`src/rtl/axis_fifo_if.sv`:
```
// AXI-Stream link bundle: data, frame-end flag and valid/ready handshake.
// Latency: none, wires only.
// Backpressure: the sink drives tready; the source holds tvalid/tdata/tlast until accepted.
interface axis_fifo_if #(
  parameter int width = 1
);
  logic [width-1:0] tdata;
  logic             tvalid;
  logic             tlast;
  logic             tready;

  // Source side of the link: drives the word, receives ready.
  modport master (
    output tdata,
    output tvalid,
    output tlast,
    input  tready
  );

  // Sink side of the link: receives the word, drives ready.
  modport slave (
    input  tdata,
    input  tvalid,
    input  tlast,
    output tready
  );
endinterface

```
`src/rtl/axis_fifo.sv`:
```
// First-word-fall-through AXI-Stream FIFO storing {tlast, tdata}, with word and frame occupancy.
// Latency: a word pushed at edge N is presented on m_axis after edge N; one push and one pop per cycle.
// Backpressure: s_axis.tready = !full && !rst; no combinational path from m_axis.tready to s_axis.tready.
module axis_fifo #(
  parameter int width = 1,
  parameter int depth = 16,
  localparam int aw = $clog2(depth)
) (
  input  logic            clk,
  input  logic            rst,
  axis_fifo_if.slave      s_axis,
  axis_fifo_if.master     m_axis,
  output logic [aw:0]     data_count,
  output logic [aw:0]     frame_count,
  output logic            full,
  output logic            empty
);

  localparam logic [aw:0]   cnt_one   = (aw+1)'(1);
  localparam logic [aw:0]   cnt_depth = (aw+1)'(depth);
  localparam logic [aw-1:0] ptr_one   = aw'(1);

  logic [width:0]  mem [depth];
  logic [aw-1:0]   wr_ptr;
  logic [aw-1:0]   rd_ptr;
  logic [width:0]  head;
  logic            push;
  logic            pop;
  logic            push_last;
  logic            pop_last;
  logic [aw:0]     count_nxt;
  logic [aw:0]     frame_nxt;

  // Handshake outputs come only from registered state (and rst for tready).
  assign s_axis.tready = !full && !rst;
  assign m_axis.tvalid = !empty;
  assign head          = mem[rd_ptr];
  assign m_axis.tdata  = head[width-1:0];
  assign m_axis.tlast  = head[width];

  assign push      = s_axis.tvalid && s_axis.tready;
  assign pop       = m_axis.tvalid && m_axis.tready;
  assign push_last = push && s_axis.tlast;
  assign pop_last  = pop && head[width];

  // Next occupancy: a simultaneous push and pop cancel out for both counters.
  always_comb begin
    count_nxt = data_count;
    frame_nxt = frame_count;
    if (push && !pop) begin
      count_nxt = data_count + cnt_one;
    end else if (pop && !push) begin
      count_nxt = data_count - cnt_one;
    end
    if (push_last && !pop_last) begin
      frame_nxt = frame_count + cnt_one;
    end else if (pop_last && !push_last) begin
      frame_nxt = frame_count - cnt_one;
    end
  end

  // Storage array; contents are deliberately not reset, pointers gate visibility.
  always_ff @(posedge clk) begin
    if (push) begin
      mem[wr_ptr] <= {s_axis.tlast, s_axis.tdata};
    end
  end

  // Pointers, counters and registered status flags; reset discards all stored words.
  always_ff @(posedge clk or posedge rst) begin
    if (rst) begin
      wr_ptr      <= '0;
      rd_ptr      <= '0;
      data_count  <= '0;
      frame_count <= '0;
      full        <= 1'b0;
      empty       <= 1'b1;
    end else begin
      if (push) begin
        wr_ptr <= wr_ptr + ptr_one;
      end
      if (pop) begin
        rd_ptr <= rd_ptr + ptr_one;
      end
      data_count  <= count_nxt;
      frame_count <= frame_nxt;
      full        <= (count_nxt == cnt_depth);
      empty       <= (count_nxt == '0);
    end
  end

endmodule

```
`src/flat_wrapper.sv`:
```
// flat-port wrapper written by rule: the top's interface ports become plain ports
module axis_fifo_flat 
#(
  parameter int width = 1,
  parameter int depth = 16,
  localparam int aw = $clog2(depth)
)
  (clk, rst, data_count, frame_count, full, empty, s_axis_tdata, s_axis_tvalid, s_axis_tlast, s_axis_tready, m_axis_tdata, m_axis_tvalid, m_axis_tlast, m_axis_tready);
  axis_fifo_if #(.width(width)) s_axis_i ();
  axis_fifo_if #(.width(width)) m_axis_i ();
  input  logic clk;
  input  logic rst;
  output logic [aw:0] data_count;
  output logic [aw:0] frame_count;
  output logic full;
  output logic empty;
  input wire logic [$bits(s_axis_i.tdata)-1:0] s_axis_tdata;
  input wire logic [$bits(s_axis_i.tvalid)-1:0] s_axis_tvalid;
  input wire logic [$bits(s_axis_i.tlast)-1:0] s_axis_tlast;
  output wire logic [$bits(s_axis_i.tready)-1:0] s_axis_tready;
  output wire logic [$bits(m_axis_i.tdata)-1:0] m_axis_tdata;
  output wire logic [$bits(m_axis_i.tvalid)-1:0] m_axis_tvalid;
  output wire logic [$bits(m_axis_i.tlast)-1:0] m_axis_tlast;
  input wire logic [$bits(m_axis_i.tready)-1:0] m_axis_tready;
  assign s_axis_i.tdata = s_axis_tdata;
  assign s_axis_i.tvalid = s_axis_tvalid;
  assign s_axis_i.tlast = s_axis_tlast;
  assign s_axis_tready = s_axis_i.tready;
  assign m_axis_tdata = m_axis_i.tdata;
  assign m_axis_tvalid = m_axis_i.tvalid;
  assign m_axis_tlast = m_axis_i.tlast;
  assign m_axis_i.tready = m_axis_tready;
  axis_fifo #(.width(width), .depth(depth)) u_core (.clk(clk), .rst(rst), .s_axis(s_axis_i), .m_axis(m_axis_i), .data_count(data_count), .frame_count(frame_count), .full(full), .empty(empty));
endmodule
```
`config.mk`:
```
export PLATFORM = sky130hd
export DESIGN_NAME = axis_fifo_flat
export DESIGN_NICKNAME = d
export VERILOG_FILES = /design/src/rtl/axis_fifo_if.sv /design/src/rtl/axis_fifo.sv /design/src/flat_wrapper.sv
export SDC_FILE = /design/constraint.sdc
export NUM_CORES = 1
export LEC_CHECK = 0
export BUFFER_PORTS_ARGS = -buffer_cell sky130_fd_sc_hd__clkbuf_2
export CAP_MARGIN = 20
export CELL_PAD_IN_SITES_DETAIL_PLACEMENT = 1
export CELL_PAD_IN_SITES_GLOBAL_PLACEMENT = 1
export CORE_AREA = 8 8 98 100
export CTS_CLUSTER_DIAMETER = 30
export CTS_CLUSTER_SIZE = 8
export DETAILED_ROUTE_END_ITERATION = 12
export DIE_AREA = 0 0 106 108
export PLACE_DENSITY = 0.59
export REMOVE_ABC_BUFFERS = 1
export SETUP_SLACK_MARGIN = 0.02
export SLEW_MARGIN = 5
export SYNTH_ARGS = -nofsm -noshare
export SYNTH_HDL_FRONTEND = slang
export SYNTH_SLANG_ARGS = --single-unit
```
`constraint.sdc`:
```
create_clock -name clk -period 4.3 [get_ports clk]
set_input_delay 0.215 -clock clk [delete_from_list [all_inputs] [get_ports clk]]
set_output_delay 0.215 -clock clk [all_outputs]
set_load 0.02 [all_outputs]
```
Word-level counts from Yosys, hierarchy flattened
Memory sizes are Yosys's and may differ from the RTL's.
Cells that the tools add are included.
- bits of input ports: 6
- register bits after elaboration: 20
- memories kept: 1
- memory bits (writable): 32
- memories (memory ; depth ; bits a word ; read ports ; clocked after Yosys merged registers in ; write ports ; RTL line ; source):
    u_core.mem ; 16 ; 2 ; 1 ; 0 ; 1 ; axis_fifo.sv:23 ; logic [width:0] mem [depth];
- reduce and logical (&&, ||, !) cells: 18
- multiplexer cells: 6
- add/subtract/negate cells: 6
- equal/unequal tests: 1
- operators with widths (operator ; number):
    $mux 5 ; 4
    $add 5x1->5 const B ; 2
    $sub 5x1->5 const B ; 2
    $logic_and 1x1->1 ; 9
    $add 4x1->4 const B ; 2
    $logic_not 1->1 ; 7
    $eq 5x5->1 const B ; 1
    $logic_not 5->1 ; 1
    $mux 1 ; 2
    $reduce_bool 2->1 ; 1

Longest topological paths before layout
- depth in word-level cells: 8
- gate-level depth with buffers: 12
- gate-level depth less buffers: 11

Worst setup path before layout
OpenSTA, ideal clock, no wires.
- path type: reg2reg
- start point: register u_core.rd_ptr[1]
- end point: register u_core.frame_count[4]
- period minus slack after synthesis: 3.115 ns
- buffers on the path: 1
- library setup time: 0.130 ns
- stages on the path, launching flop included: 13
- path slack: 1.185 ns
- data arrival time: 2.984 ns
- path through: dfrtp_1 > buf_6 > mux4_2 > mux4_2 > nand2_1 > ha_1 > inv_1 > fa_1 > a21o_1 > a21oi_1 > xnor2_1 > nor2_1 > xor2_1
- longest elaborated chain between the ends: 5
- elaborated cells on any way between the ends: 7
- those cells by class: mux: 1; reduce/logical: 5; memory: 1
- ends and longest elaborated chain (item ; RTL line ; source):
    start: declaration ; axis_fifo.sv:25 ; logic [aw-1:0] rd_ptr;
    start signal: assignment ; axis_fifo.sv:83 ; rd_ptr <= rd_ptr + ptr_one;
    $mem_v2 16x2 * ; n/a ;
    via m_axis_tlast ; flat_wrapper.sv:23 ; output wire logic [$bits(m_axis_i.tlast)-1:0] m_axis_tlast;
    $logic_and 1x1->1 * ; axis_fifo.sv:44 ; assign pop_last = pop && head[width];
    $logic_not 1->1 ; axis_fifo.sv:55 ; if (push_last && !pop_last) begin
    $logic_and 1x1->1 ; axis_fifo.sv:55 ;
    $mux 5 / $reduce_bool 2->1 (equally long branches) ; n/a ;
    end signal: assignment ; axis_fifo.sv:86 ; frame_count <= frame_nxt;
    end: declaration ; axis_fifo.sv:14 ; output logic [aw:0] frame_count,
The timed path passes the listed nets; every way through them passes the cells marked *.
A chain may end at the register's enable or synchronous reset.

Worst setup path in the final report
- start point: register u_core.rd_ptr[1]
- end point: register u_core.frame_count[4]
- longest elaborated chain between the ends: 5
- elaborated cells on any way between the ends: 7
- those cells by class: mux: 1; reduce/logical: 5; memory: 1
- ends and longest elaborated chain (item ; RTL line):
    $mem_v2 16x2 * ; n/a
    $logic_and 1x1->1 * ; axis_fifo.sv:44
    $logic_not 1->1 ; axis_fifo.sv:55
    $logic_and 1x1->1 ; axis_fifo.sv:55
    $mux 5 / $reduce_bool 2->1 (equally long branches) ; n/a
Mark *: on every way between the ends. The rest lies on a longest branch, timed or not.

==> results.toml <==
[drt]
drtAntennaViolNets = 0
dr.pass1.iters = 4
via_count = 1431
drt_iter0_drc = 38
wirelength_um = 4920
drc = 0
via_per_inst = 4.63
routedWlPerCell_um = 15.9

[synth]
synth.area.top_cells = "edfxtp_1 39%, dfrtp_1 19%, ha_1 5.5%, and2_1 4.3%, mux4_1 4.2%"
synth.largest_area_cell = "edfxtp_1"
synth_edf_count = 32
ys.flop_type = "edfxtp_1"
synth_commonest_cells = "32 x edfxtp_1, 19 x dfrtp_1, 17 x and2_1"
netlist_area_um2 = 2480
synth_cells = 180
ys_warn_count = 0
ys_ff_latch = 52
post-synth-top-count-cell = "edfxtp_1"
post-synth-top-area-fraction_pct = 38.7
ys_seq_area_share_pct = 58.9
synth_cell_types = 38
avgSynthCellArea_um2 = 13.8
ys_async_sr_fraction_pct = 38.5

[clock_network]
h-tree-depth = 2
numCtsBuffers = 5
clock_sinks = 52
cts_tree = "done"
ctsHoldBuffers = 0
postCtsSetupBuffers = 0
cts.clk_slew.worst_paths_ps = 90
clockBufferDepth = 2
clockRootBuffer = "clkbuf_8"
cts-resized-gates = 0
worst_skew_pair.late_latency_ps = 300

[timing]
hold_viol_final = 0
finalMaxSlewViolations = 0
setup_viol = 0
fin_crit_ps = 3330
maxSlewHeadroom_pct = 44.3
setup_ws_ps = 965
clock.fmax_mhz = 300
skew_ps = 14.0
worst_pin_slew_ps = 834
finalCritPeriodShare_pct = 77.6
tns_ps = 0
rsz0062_at_grt = "false"

[grt]
grt_pass1_wl_um = 8180
grt_pass1_vias = 1504
grt_max_degree = 21
grt_overflow = 0
grtUsageTotal_pct = 9.17
antenna_found_initial = 0

[cells_and_area]
drive_gt1_share_pct = 18.6
area_growth_pct = 12.9
final_area_um2 = 2810
diodes = 0
nets = 221

[worst_setup_path]
worst-endpoint-arrival_ps = 3530
r2r_setup_slack_ps = 970
critPathKind = "reg2reg"
crit_path_end_kind = "flop"
r2r-end = "u_core.frame_count[4]"
crit_path_max_fanout = 13
worstSetupStartpointType = "flop"
r2r-start = "u_core.rd_ptr[1]"
cp_data_required_time_ps = 4490
startpoint = "u_core.rd_ptr[1]"
endpoint = "u_core.frame_count[4]"
ff2ff_path_depth = 11

[die]
die_w_um = 106
coreArea_um2 = 8050
die-area_um2 = 11400
initial_core_util_pct = 30.9
io_pins = 22
rows = 33
die_y_um = 108

[worst_hold_path]
hp-class = "in2async"

[placement]
routabilityCongestion = 0.717
portBuffers = 21
place_area_um2 = 2700
dpl_worst_slack_ps = 939
dp_hpwl_um = 3690

[flow_run]
drv_cap = 0

[outcome]
outcome = "finished, final reports clean"

[power]
peakVddDrop_mv = 0.223
power_density_nw_per_um2 = 661
p_leak_nw = 1.10
finalPower_w = 0.00185
-- cell usage in the layout, fill, tap and decap left out, drive strengths merged, types with 2 or more instances in the layout --
cell,instances
xor2,3
clkbuf,28
nor2,6
and3,4
nand2b,2
o21ai,6
nand4,2
nand2,13
buf,2
xnor2,12
mux2,2
nand3,2
mux4,7
a21oi,3
ha,11
a31oi,2
edfxtp,32
dfrtp,19
a21o,2
nor3b,3
mux2i,4
inv,7
and2,17
nor4,3
-- state kept, by name, indices dropped and copies added, names as in the netlist --
name	count
u_core.empty	1
u_core.wr_ptr	4
u_core.frame_count	5
u_core.full	1
u_core.mem	32
u_core.rd_ptr	4
u_core.data_count	5
-- worst max-delay path, stage by stage (launching register included) --
cell and delay (ps):
dfrtp_1 660, mux4_1 620, mux4_2 480, nand2_1 90, ha_1 170, inv_1 100
fa_1 400, a21o_1 190, a21oi_1 160, xnor2_1 130, nor2_1 60, xor2_1 140
-- worst min path at each step --
| stage | start | endpoint | slack, ps | cells after the start |
|---|---|---|---|---|
| after floorplan | rst | u_core.data_count[0] | 180 | 1 |
| after global placement | rst | u_core.full | 440 | 2 |
| after detailed placement | rst | u_core.data_count[4] | 460 | 2 |
| after CTS | rst | u_core.frame_count[2] | 130 | 2 |
| after global routing | rst | u_core.frame_count[2] | 170 | 2 |
| final | rst | u_core.frame_count[3] | 100 | 2 |
-- through the flow --
step | cells | util, % | hold slack [ps]
4_1_cts | 309 | 34.8 | 128
5_1_grt | 309 | 34.8 | 168
6_report | 309 | 34.8 | 95.7
3_5_place_dp | 301 | 33.5 | 460
3_3_place_gp | 301 | 33.5 | 439
2_1_floorplan | 173 | - | 178
-- area by class of cell --
cell class	count	area [um^2]
Tap cell	105	131
Inverter	7	26.3
Timing Repair Buffer	23	120
Clock inverter	1	30.0
Fill cell	877	5250
Multi-Input combinational cell	114	958
Clock buffer	7	76.3
Sequential cell	52	1460
-- metal layers --
metal	up-vias	share of wire, %	track usage [%]
li1	694	-	-
met1	719	46	11.2
met2	12	50	15.6
met3	6	1.8	1.96
met4	0	1.6	3.62
met5	-	0	0
-- cell families (layout without fill, tap and decap cells) --
family / count (synthesis) / in the layout / share of synthesized area, %
multiplexers: 13 / 13 / 9.47
buffers and inverters: 14 / 38 / 2.57
flip-flops: 52 / 52 / 58.9
adder cells (fa/ha/maj): 12 / 12 / 6.34
AO/OA/AOI/OAI: 17 / 17 / 4.23
AND/OR/NAND/NOR: 57 / 57 / 13.2
XOR/XNOR: 15 / 15 / 5.29
-- power breakdown --
| part | total (W) | internal [W] | switching (W) |
|---|---|---|---|
| sequential | 0.000807 | 0.000643 | 0.000164 |
| clock | 0.000326 | 0.000174 | 0.000152 |
| combinational | 0.000720 | 0.000338 | 0.000382 |
| total | 0.00185 | 0.00116 | 0.000698 |
No activity file was read; power rests on OpenSTA's default activity.
